<file path="src/rtl/sign_extend_unpacker.sv">
// Unpacks a word of p_LANES signed samples and emits them one per handshake, sign-extended.
// Optional one-word prefetch slot: define SIGN_EXTEND_UNPACKER_PREFETCH_EN.
module sign_extend_unpacker #(
  parameter int p_INPUT_WIDTH  = 4,
  parameter int p_OUTPUT_WIDTH = 8,
  parameter int p_LANES        = 4,
  localparam int LW = (p_LANES > 1) ? $clog2(p_LANES) : 1
) (
  input  logic                              i_CLK,
  input  logic                              i_RST,
  input  logic [p_LANES*p_INPUT_WIDTH-1:0]  i_WORD,
  input  logic                              i_VALID,
  output logic                              o_READY,
  output logic signed [p_OUTPUT_WIDTH-1:0]  o_SAMPLE,
  output logic                              o_VALID,
  input  logic                              i_READY,
  output logic [LW-1:0]                     o_LANE,
  output logic                              o_LAST,
  output logic                              o_STATE
);

  // Handshakes: a transfer happens on a rising edge where valid && ready.
  // The producer side (o_VALID, o_SAMPLE, o_LANE, o_LAST) holds steady
  // while o_VALID && !i_READY; o_READY never looks at i_VALID or i_READY.

  localparam logic [0:0] S_IDLE  = 1'b0;
  localparam logic [0:0] S_DRAIN = 1'b1;

  localparam int              WW        = p_LANES * p_INPUT_WIDTH;
  localparam logic [LW-1:0]   LAST_LANE = LW'(p_LANES - 1);

  logic [0:0]               state_q;
  logic [LW-1:0]            lane_q;
  logic [WW-1:0]            word_q;

  logic                     in_xfer;
  logic                     out_xfer;
  logic                     lane_is_last;
  logic [p_INPUT_WIDTH-1:0] lane_val;

  assign in_xfer      = i_VALID && o_READY;
  assign out_xfer     = o_VALID && i_READY;
  assign lane_is_last = (lane_q == LAST_LANE);

  // Lane mux over the held word; lanes beyond p_LANES-1 are unreachable.
  always_comb begin
    lane_val = '0;
    for (int i = 0; i < p_LANES; i++) begin
      if (lane_q == LW'(i)) begin
        lane_val = word_q[i*p_INPUT_WIDTH +: p_INPUT_WIDTH];
      end
    end
  end

  generate
    if (p_OUTPUT_WIDTH > p_INPUT_WIDTH) begin : g_extend
      assign o_SAMPLE = {{(p_OUTPUT_WIDTH - p_INPUT_WIDTH){lane_val[p_INPUT_WIDTH-1]}}, lane_val};
    end else begin : g_same
      assign o_SAMPLE = lane_val;
    end
  endgenerate

  assign o_VALID = (state_q == S_DRAIN);
  assign o_LANE  = lane_q;
  assign o_LAST  = o_VALID && lane_is_last;
  assign o_STATE = state_q[0];

`ifdef SIGN_EXTEND_UNPACKER_PREFETCH_EN

  logic [WW-1:0] pf_word_q;
  logic          pf_full_q;

  assign o_READY = !pf_full_q && !i_RST;

  always_ff @(posedge i_CLK or posedge i_RST) begin
    if (i_RST) begin
      state_q   <= S_IDLE;
      lane_q    <= '0;
      word_q    <= '0;
      pf_word_q <= '0;
      pf_full_q <= 1'b0;
    end else begin
      case (state_q)
        S_IDLE: begin
          if (in_xfer) begin
            word_q  <= i_WORD;
            lane_q  <= '0;
            state_q <= S_DRAIN;
          end
        end
        S_DRAIN: begin
          if (out_xfer && lane_is_last) begin
            // End of word: pick the next word from the slot, then the input, else go idle.
            if (pf_full_q) begin
              word_q    <= pf_word_q;
              lane_q    <= '0;
              pf_full_q <= 1'b0;
            end else if (in_xfer) begin
              word_q <= i_WORD;
              lane_q <= '0;
            end else begin
              lane_q  <= '0;
              state_q <= S_IDLE;
            end
          end else begin
            if (out_xfer) begin
              lane_q <= lane_q + LW'(1);
            end
            if (in_xfer) begin
              pf_word_q <= i_WORD;
              pf_full_q <= 1'b1;
            end
          end
        end
        default: begin
          state_q <= S_IDLE;
          lane_q  <= '0;
        end
      endcase
    end
  end

`else

  assign o_READY = (state_q == S_IDLE) && !i_RST;

  always_ff @(posedge i_CLK or posedge i_RST) begin
    if (i_RST) begin
      state_q <= S_IDLE;
      lane_q  <= '0;
      word_q  <= '0;
    end else begin
      case (state_q)
        S_IDLE: begin
          if (in_xfer) begin
            word_q  <= i_WORD;
            lane_q  <= '0;
            state_q <= S_DRAIN;
          end
        end
        S_DRAIN: begin
          if (out_xfer) begin
            if (lane_is_last) begin
              lane_q  <= '0;
              state_q <= S_IDLE;
            end else begin
              lane_q <= lane_q + LW'(1);
            end
          end
        end
        default: begin
          state_q <= S_IDLE;
          lane_q  <= '0;
        end
      endcase
    end
  end

`endif

endmodule

</file>
<file path="config.mk">
export PLATFORM = sky130hd
export DESIGN_NAME = sign_extend_unpacker
export DESIGN_NICKNAME = d
export VERILOG_FILES = /design/src/rtl/sign_extend_unpacker.sv
export SDC_FILE = /design/constraint.sdc
export NUM_CORES = 1
export LEC_CHECK = 0
export CAP_MARGIN = 15
export CORE_UTILIZATION = 40
export DETAILED_ROUTE_END_ITERATION = 16
export PLACE_DENSITY_LB_ADDON = 0.25
export RECOVER_POWER = 25
export REMOVE_ABC_BUFFERS = 1
export SETUP_SLACK_MARGIN = 0.05
export SLEW_MARGIN = 15
export SYNTH_ARGS = -nofsm -noshare
export SYNTH_HDL_FRONTEND = slang
export SYNTH_SLANG_ARGS = --single-unit
</file>
<file path="constraint.sdc">
create_clock -name i_CLK -period 2.01 [get_ports i_CLK]
set_clock_uncertainty 0.15 [all_clocks]
set_input_delay 0.402 -clock i_CLK [delete_from_list [all_inputs] [get_ports i_CLK]]
set_output_delay 0.402 -clock i_CLK [all_outputs]
set_load 0.02 [all_outputs]
</file>
==> reports/results.tsv, run 1 <==
metric	value	unit
outcome	complete, but fails checks	
violations	DRC, setup timing	
final_cells	154	
rsz0062_at_grt	true	
antenna_cells	0	
synth_top_area_cell	dfrtp_1	
crit_buf_inv	3	
synth_area	1035	um2
grt_usage	0.1758	
setup_viol	8	
worstHoldEndpoint	word_q[9]$_DFFE_PP0P_	
root_buffer	clkbuf_4	
finalHoldViolations	0	
drc_errors	1	
fillCellCount	201	
dieHeight	52.86	um
critPathCaptureType	primary output	
grt_overflow	0	
grt_max_degree	20	
layout_min_cycle_time	2.262	ns
min_period_over_period	1.125	
cts.clk_slew.worst_paths	0.11	ns
worstPathRequired	1.46	ns
highest_layer	met4	
p_int	1.531	mW
cpPeakStageDelay	0.48	ns
yosys.area.top_type_share	0.4595	
powerDensity	1660	nW/um2
vias	770	
wl_met3	102	um
hp-start	word_q[9]$_DFFE_PP0P_	
maxCapViolCount	0	
rr_startpoint	o_LANE[0]$_DFFE_PP0P_	
layout_common_cells	clkdlybuf4s50_1 (18), dfrtp_1 (18), buf_4 (18)	
core_area	2455	um2
cp_top_family	flip-flops	
antenna_found_initial	0	
p_switching	1.030	mW
peakVddDrop	1.062	mV
placed_cells	148	
tightest_slew	1.026	ns
hold_depth	1	
slew-limit-headroom	0.3161	
ff_latch_area	476.7	um2
ys_seq_elements	19	
sw_frac_of_total	0.4021	
pwr-share-comb	0.632	
seqPwrFrac	0.289	
final_nets	149	
max_freq	442.1	MHz
initial_core_util	0.4215	
ys_warn_count	0	
setup_slack	-0.2522	ns
postCtsHoldBufs	0	
synthCells	80	
dp_hpwl	1526	um
slowest_stage	dfrtp_2	
dieArea	2794	um2
io_buffers	33	
ys_seq_area_frac	0.4595	
crit_type	reg2out	
boundaryPins	34	
final_util	0.6284	
cts_sinks	19	
start_kind	register	
path_common_cell	buf_4	
via_per_inst	5.000	
synth_cell_type_count	22	
ys_top_cells_by_area	dfrtp_1 (46%), mux2_4 (10%), mux2_2 (9.8%)	
drive_above_1_share	0.5081	
crit_chain	inv_4, ha_2, nand3b_1, a221oi_2, buf_4, buf_4	
drt_iter0_markers	12	
pwr-share-clk	0.079	
die_w	52.86	um
num_rows	18	
cts_buffers	3	
critPathMaxFanout	5	
ant_nets	0	
leakage	0.6714	nW
rrSetupSlack	0.40	ns
drv_slew	0	
m1WireLength	958	um
setup-tns-final	-1.938	ns
cts_tree	done	
hold_class	reg2reg	
r2r-end	o_LANE[0]$_DFFE_PP0P_	
route.met2.wl	1072	um
clockBufferDepth	2	
clock_latency	0.30	ns
avgSynthCellArea	12.93	um2
multiInputGateArea	551.8	um2
routed_wl	2159	um
wl_per_cell	14.02	um
area.growth.synth_to_final	49.09	%
worst_ep_arrival_time	1.71	ns
total_power	2.561	mW
globalplace.congestion	0.7266	
dr.pass1.iters	10	
grt_first_pass_wirelength	3505	um
htree_levels	1	
grt_pass1_vias	743	
reg2reg_depth	4	
-- what timing repair did --
action                                  CTS  global route
endpoints found under the setup margin   14             9
hold endpoints to repair                  0             0
resized for setup                        70             4
buffers inserted                          2             0
pin swaps                                 4             2
-- cell families after synthesis --
group | Yosys count | synth area share
flip-flops | 19 | 0.4595
buffers and inverters | 13 | 0.08948
AO/OA/AOI/OAI | 11 | 0.08343
adder cells (fa/ha/maj) | 4 | 0.04837
multiplexers | 16 | 0.1995
AND/OR/NAND/NOR | 17 | 0.1197
-- power by group through the flow --
stage / combinational (mW) / sequential [mW] / clock (mW)
floorplan: 0.708 / 0.723 / 0
detailed placement: 1.51 / 0.723 / 0
global placement: 1.50 / 0.719 / 0
global route: 1.74 / 0.771 / 0.225
CTS: 1.58 / 0.729 / 0.206
finish: 1.62 / 0.741 / 0.202
-- cell usage after synthesis, drive strengths merged --
master and count:
dfrtp 19, o31ai 2, inv 5, nor2b 2
a211oi 6, ha 4, a221oi 2, nand2 1
nor2 1, and2 2, a21o 1, buf 8
nand3 1, mux2 16, nor3b 5, nand3b 4
or4bb 1
-- stage by stage --
| stage | hold WS (ns) | worst slack [ns] | cell area [um2] |
|---|---|---|---|
| floorplan | 0.2031 | -1.865 | 960.9 |
| global placement | 0.3481 | -0.4273 | 1439 |
| detailed placement | 0.3484 | -0.4545 | 1439 |
| CTS | 0.3770 | -0.2519 | 1526 |
| global route | 0.3987 | -0.3399 | 1543 |
| finish | 0.3762 | -0.2522 | 1543 |
-- flip-flops by register name, indices dropped and copies added, names as in the netlist --
register / flops
o_LANE: 2
word_q: 16
o_STATE: 1
-- final cells by class --
| class | instances | area share |
|---|---|---|
| clock buffer | 3 | 0.01460 |
| clock inverter | 1 | 0.003244 |
| tap | 30 | 0.02433 |
| sequential | 19 | 0.3090 |
| timing repair buffer | 48 | 0.2774 |
| multi-input combinational | 48 | 0.3577 |
| inverter | 5 | 0.01379 |
-- routing by layer --
layer	global-route usage	up-vias
met4	0.06579	0
li1	-	368
met2	0.2848	18
met3	0.03448	2
met1	0.2294	382
met5	0	-
-- worst max-delay path by stage --
stage                                     start     endpoint  cells after the start
after detailed placement  o_LANE[1]$_DFFE_PP0P_  o_SAMPLE[0]                      6
after CTS                 o_LANE[1]$_DFFE_PP0P_  o_SAMPLE[2]                      6
final                     o_LANE[0]$_DFFE_PP0P_  o_SAMPLE[5]                      6
after floorplan           o_LANE[1]$_DFFE_PP0P_  o_SAMPLE[3]                      4
after global placement    o_LANE[0]$_DFFE_PP0P_  o_SAMPLE[7]                      5
after global routing      o_LANE[0]$_DFFE_PP0P_  o_SAMPLE[5]                      6
(Power assumes the default switching activity.)
==> run 2, diff against run 1 <==
==> constraint.sdc (replaced) <==
create_clock -name i_CLK -period 2.01 [get_ports i_CLK]
set_clock_uncertainty 0.15 [all_clocks]
set_input_delay 0.5025 -clock i_CLK [delete_from_list [all_inputs] [get_ports i_CLK]]
set_output_delay 0.5025 -clock i_CLK [all_outputs]
set_load 0.02 [all_outputs]
==> reports/results.tsv, run 2 (synthesis gave the netlist of run 1 again) <==
metric	value	unit	change
outcome	complete, but fails checks		
violations	DRC, setup timing		
ant_nets	0		unchanged
crit_chain	ha_4, buf_4, nand3b_1, a221oi_2, buf_4		
pwr-share-clk	0.076		-0.003
seqPwrFrac	0.279		-0.010
setup_slack	-0.4210	ns	-0.1689 ns
min_period_over_period	1.209		+0.08402
cts_buffers	3		unchanged
setup_viol	9		+1
critPathCaptureType	primary output		
htree_levels	1		unchanged
final_nets	154		+3.4%
slew-limit-headroom	0.3301		+0.01396
reg2reg_depth	5		+1
layout_min_cycle_time	2.431	ns	+0.1689 ns
largest_reg_flops	16		unchanged
tightest_slew	1.005	ns	-0.02094 ns
area.growth.synth_to_final	53.45	%	
peakVddDrop	1.181	mV	+11%
cpPeakStageDelay	0.49	ns	about the same
final_util	0.6468		+0.01835
cts.clk_slew.worst_paths	0.11	ns	about the same
root_buffer	clkbuf_4		
slowest_stage	dfrtp_2		
grt_overflow	0		unchanged
drive_above_1_share	0.5426		+0.03457
io_buffers	33		unchanged
globalplace.congestion	0.7348		+1.1%
drv_slew	0		unchanged
finalHoldViolations	0		unchanged
place_ws	-0.5778	ns	-0.1233 ns
cts_tree	done		
total_power	2.686	mW	+4.9%
clock_latency	0.31	ns	about the same
sw_frac_of_total	0.4047		+0.002631
powerDensity	1692	nW/um2	+1.9%
maxCapViolCount	0		unchanged
fin_hold_ws	0.3777	ns	+0.001479 ns
boundaryPins	34		unchanged
rsz0062_at_grt	true		
initial_core_util	0.4215		unchanged
grt_max_degree	20		unchanged
num_rows	18		unchanged
core_area	2455	um2	unchanged
largest-register	word_q		
wl_per_cell	14.83	um	+5.8%
p_switching	1.087	mW	+5.6%
die_w	52.86	um	unchanged
worst_ep_arrival_time	1.78	ns	+0.07 ns
routed_wl	2358	um	+9.2%
layout_common_cells	buf_4 (23), clkdlybuf4s50_1 (19), dfrtp_1 (17)		
path_common_cell	buf_4		
start_kind	register		
antenna_cells	0		unchanged
max_freq	411.3	MHz	-6.9%
final_common_cell	buf_4		
dieHeight	52.86	um	unchanged
hold_class	reg2reg		
critPathMaxFanout	5		unchanged
grt_usage	0.1810		+0.005287
clockBufferDepth	2		unchanged
dr.pass1.iters	9		-1
drc_errors	1		unchanged
crit_type	reg2out		
hp-start	word_q[15]$_DFFE_PP0P_		
vias	799		+3.8%
cts_sinks	19		unchanged
r2r-end	o_LANE[0]$_DFFE_PP0P_		
antenna_found_initial	0		unchanged
pwr-share-comb	0.645		+0.013
worstPathRequired	1.36	ns	-0.10 ns
dp_hpwl	1575	um	+3.2%
leakage	0.6828	nW	+1.7%
place_area	1449	um2	+0.70%
rrSetupSlack	0.31	ns	-0.09 ns
dieArea	2794	um2	unchanged
worstHoldEndpoint	word_q[15]$_DFFE_PP0P_		
rr_startpoint	o_LANE[0]$_DFFE_PP0P_		
p_int	1.599	mW	+4.4%
hold_depth	1		unchanged
drt_iter0_markers	8		-4
final_cell_area	1588	um2	+2.9%
grt_pass1_vias	760		+2.3%
grt_first_pass_wirelength	3512	um	+0.20%
via_per_inst	5.025		+0.50%
[run 2: through the flow]
stage,instances,TNS [ns]
after floorplan,72,-14.49
after global placement,151,-5.595
after detailed placement,151,-5.916
after CTS,158,-2.942
after global routing,159,-3.812
final,159,-3.017
[run 2: worst max-delay path by stage]
stage,start,to,slack (ns),depth (start not counted)
final,o_LANE[0]$_DFFE_PP0P_,o_SAMPLE[0],-0.42,5
after global routing,o_LANE[1]$_DFFE_PP0P_,o_SAMPLE[0],-0.49,6
after CTS,o_LANE[1]$_DFFE_PP0P_,o_SAMPLE[4],-0.37,6
after detailed placement,o_LANE[1]$_DFFE_PP0P_,o_SAMPLE[4],-0.58,6
after global placement,o_LANE[0]$_DFFE_PP0P_,o_SAMPLE[7],-0.55,5
after floorplan,o_LANE[1]$_DFFE_PP0P_,o_SAMPLE[3],-1.97,4
[run 2: power by group through the flow]
stage / clock (mW) / combinational [mW] / sequential (mW)
2_1_floorplan: 0 / 0.708 / 0.723
3_3_place_gp: 0 / 1.53 / 0.712
3_5_place_dp: 0 / 1.54 / 0.720
4_1_cts: 0.211 / 1.61 / 0.728
5_1_grt: 0.232 / 1.84 / 0.770
6_report: 0.203 / 1.73 / 0.750
[run 2: timing repair]
item                                    4_1_cts  5_1_grt
endpoints found under the setup margin       14       11
pin swaps                                     3        3
resized for setup                            72       15
setup buffers                                 3        2
hold buffers                                  0        0
[run 2: routing by layer]
metal | global-route usage | share of wire
met3 | 0.06609 | 0.050
met5 | 0 | 0
met2 | 0.3038 | 0.52
met1 | 0.2094 | 0.42
met4 | 0.06579 | 0.013
[run 2: critical path, delay by kind of cell, from the launching register on]
| kind | cells | cell delay [ns] |
|---|---|---|
| AND/OR/NAND/NOR | 1 | 0.18 |
| buffers and inverters | 2 | 0.33 |
| AO/OA/AOI/OAI | 1 | 0.26 |
| adder cells (fa/ha/maj) | 1 | 0.20 |
| flip-flops | 1 | 0.49 |
[run 2: layout make-up]
cell class              count  area (um2)
clock buffers               3       22.52
clock inverters             1       7.507
fillers                   191       867.1
inverters                   5       23.77
multi-input cells          48       565.5
flip-flops and latches     19       478.0
well taps                  30       37.54
repair buffers             53       452.9
==> run 3, diff against run 2 <==
--- a/config.mk
+++ b/config.mk
@@ -8,7 +8,7 @@
 export CAP_MARGIN = 15
 export CORE_UTILIZATION = 40
 export DETAILED_ROUTE_END_ITERATION = 16
-export PLACE_DENSITY_LB_ADDON = 0.25
+export PLACE_DENSITY = 0.86
 export RECOVER_POWER = 25
 export REMOVE_ABC_BUFFERS = 1
 export SETUP_SLACK_MARGIN = 0.05
@@ -16,3 +16,4 @@
 export SYNTH_ARGS = -nofsm -noshare
 export SYNTH_HDL_FRONTEND = slang
 export SYNTH_SLANG_ARGS = --single-unit
+export TNS_END_PERCENT = 50
==> reports/results.tsv, run 3 (synthesis gave the netlist of run 1 again) <==
metric	value	unit	change
setup_slack	-0.4551	ns	-0.03405 ns
final_util	0.6239		-0.02294
drt_iter0_markers	8		unchanged
antenna_cells	0		unchanged
max_freq	405.7	MHz	-1.4%
area.growth.synth_to_final	48.01	%	
powerDensity	1651	nW/um2	-2.4%
rsz0062_at_grt	true		
worstPathRequired	1.36	ns	about the same
num_rows	18		unchanged
peakVddDrop	1.173	mV	-0.70%
dieArea	2794	um2	unchanged
ant_nets	0		unchanged
root_buffer	clkbuf_4		
grt_max_degree	20		unchanged
core_area	2455	um2	unchanged
worst_ep_arrival_time	1.81	ns	+0.03 ns
initial_core_util	0.4215		unchanged
cts_sinks	19		unchanged
boundaryPins	34		unchanged
htree_levels	1		unchanged
slew-limit-headroom	0.3110		-0.01903
drive_above_1_share	0.4803		-0.06232
clock_latency	0.30	ns	about the same
wl_per_cell	14.76	um	-0.49%
hold_class	reg2reg		
grt_usage	0.2023		+0.02126
grt_first_pass_wirelength	3933	um	+12%
tightest_slew	1.033	ns	+0.02855 ns
layout_min_cycle_time	2.465	ns	+0.03405 ns
maxCapViolCount	0		unchanged
drc_errors	0		-1
finalHoldViolations	0		unchanged
violations	setup timing		
dr.pass1.iters	4		-5
cts_tree	done		
final_common_cell	buf_4		
dp_hpwl	1625	um	+3.2%
clockBufferDepth	2		unchanged
drv_slew	0		unchanged
critPathMaxFanout	5		unchanged
setup_viol	9		unchanged
largest-register	word_q		
grt_pass1_vias	850		+12%
final_cells	157		-1.3%
leakage	0.6624	nW	-3.0%
globalplace.congestion	0.7266		-1.1%
grt_overflow	0		unchanged
cts.clk_slew.worst_paths	0.11	ns	about the same
via_per_inst	5.000		-0.50%
antenna_found_initial	0		unchanged
routed_wl	2317	um	-1.7%
cts_buffers	3		unchanged
placed_cells	150		-0.66%
critPathCaptureType	primary output		
dieHeight	52.86	um	unchanged
layout_common_cells	buf_4 (21), clkdlybuf4s50_1 (19), dfrtp_1 (17)		
vias	785		-1.8%
crit_type	reg2out		
die_w	52.86	um	unchanged
postCtsHoldBufs	0		unchanged
start_kind	register		
io_buffers	33		unchanged
outcome	complete, but fails checks		
min_period_over_period	1.226		+0.01694
final_nets	152		-1.3%
largest_reg_flops	16		unchanged
==> run 3: changes by cell type in the layout (fill, tap and decap cells not counted), moves of 2 or more <==
cell	previous run	this run
a211oi_2	6	1
buf_2	1	4
a211oi_1	0	5
buf_4	23	21
buf_6	4	0
==> run 3: layer usage <==
layer	wire (um)	global-route usage
met1	971	0.2202
met2	1209	0.3460
met3	121	0.05460
met4	15	0.1228
met5	0	0
==> run 3: worst paths after layout <==
check                                      start  cells past startpoint  slack [ns]                    end
max                        o_LANE[1]$_DFFE_PP0P_                      6       -0.46            o_SAMPLE[4]
max reg2reg                o_LANE[0]$_DFFE_PP0P_                      4        0.35  o_LANE[0]$_DFFE_PP0P_
min reg2reg                word_q[8]$_DFFE_PP0P_                      1        0.38  word_q[8]$_DFFE_PP0P_
min                        word_q[8]$_DFFE_PP0P_                      1        0.38  word_q[8]$_DFFE_PP0P_
min in group asynchronous                  i_RST                      4        0.80  word_q[3]$_DFFE_PP0P_
max in group asynchronous                  i_RST                      4        0.22  o_LANE[0]$_DFFE_PP0P_
==> run 3: worst max-delay path, stage by stage, from the launching register on <==
cell and delay [ns]:
dfrtp_2 0.47, buf_4 0.16, ha_4 0.16, nor3b_2 0.16
a221oi_2 0.23, buf_4 0.19, buf_4 0.14
==> run 3: power by group <==
part / switching, mW / internal (mW) / leakage (nW)
clock: 0.118 / 0.0774 / 0.0150
sequential: 0.175 / 0.578 / 0.224
combinational: 0.732 / 0.849 / 0.423
==> run 3: area by class of cell <==
cell class | instances | area, um2
Sequential cell | 19 | 478.0
Clock buffer | 4 | 26.28
Tap cell | 30 | 37.54
Inverter | 5 | 23.77
Fill cell | 197 | 923.4
Timing Repair Buffer | 51 | 432.9
Multi-Input combinational cell | 48 | 533.0
==> run 3: stage by stage <==
| stage | worst slack (ns) | instance area (um2) | hold WS, ns | power (mW) | setup TNS [ns] |
|---|---|---|---|---|---|
| floorplan | -1.965 | 960.9 | 0.3036 | 1.431 | -14.49 |
| global placement | -0.5576 | 1454 | 0.3472 | 2.242 | -5.894 |
| detailed placement | -0.6418 | 1454 | 0.3524 | 2.282 | -6.862 |
| CTS | -0.4179 | 1515 | 0.3797 | 2.472 | -3.367 |
| global route | -0.5361 | 1531 | 0.3972 | 2.686 | -4.357 |
| finish | -0.4551 | 1531 | 0.3772 | 2.528 | -3.586 |
==> run 3: what timing repair did <==
item / CTS / global route
setup endpoints to repair: 14 / 10
buffers inserted: 2 / 1
cloned: 0 / 0
pin swaps: 2 / 1
hold endpoints to repair: 0 / 0
gates resized for setup: 63 / 5
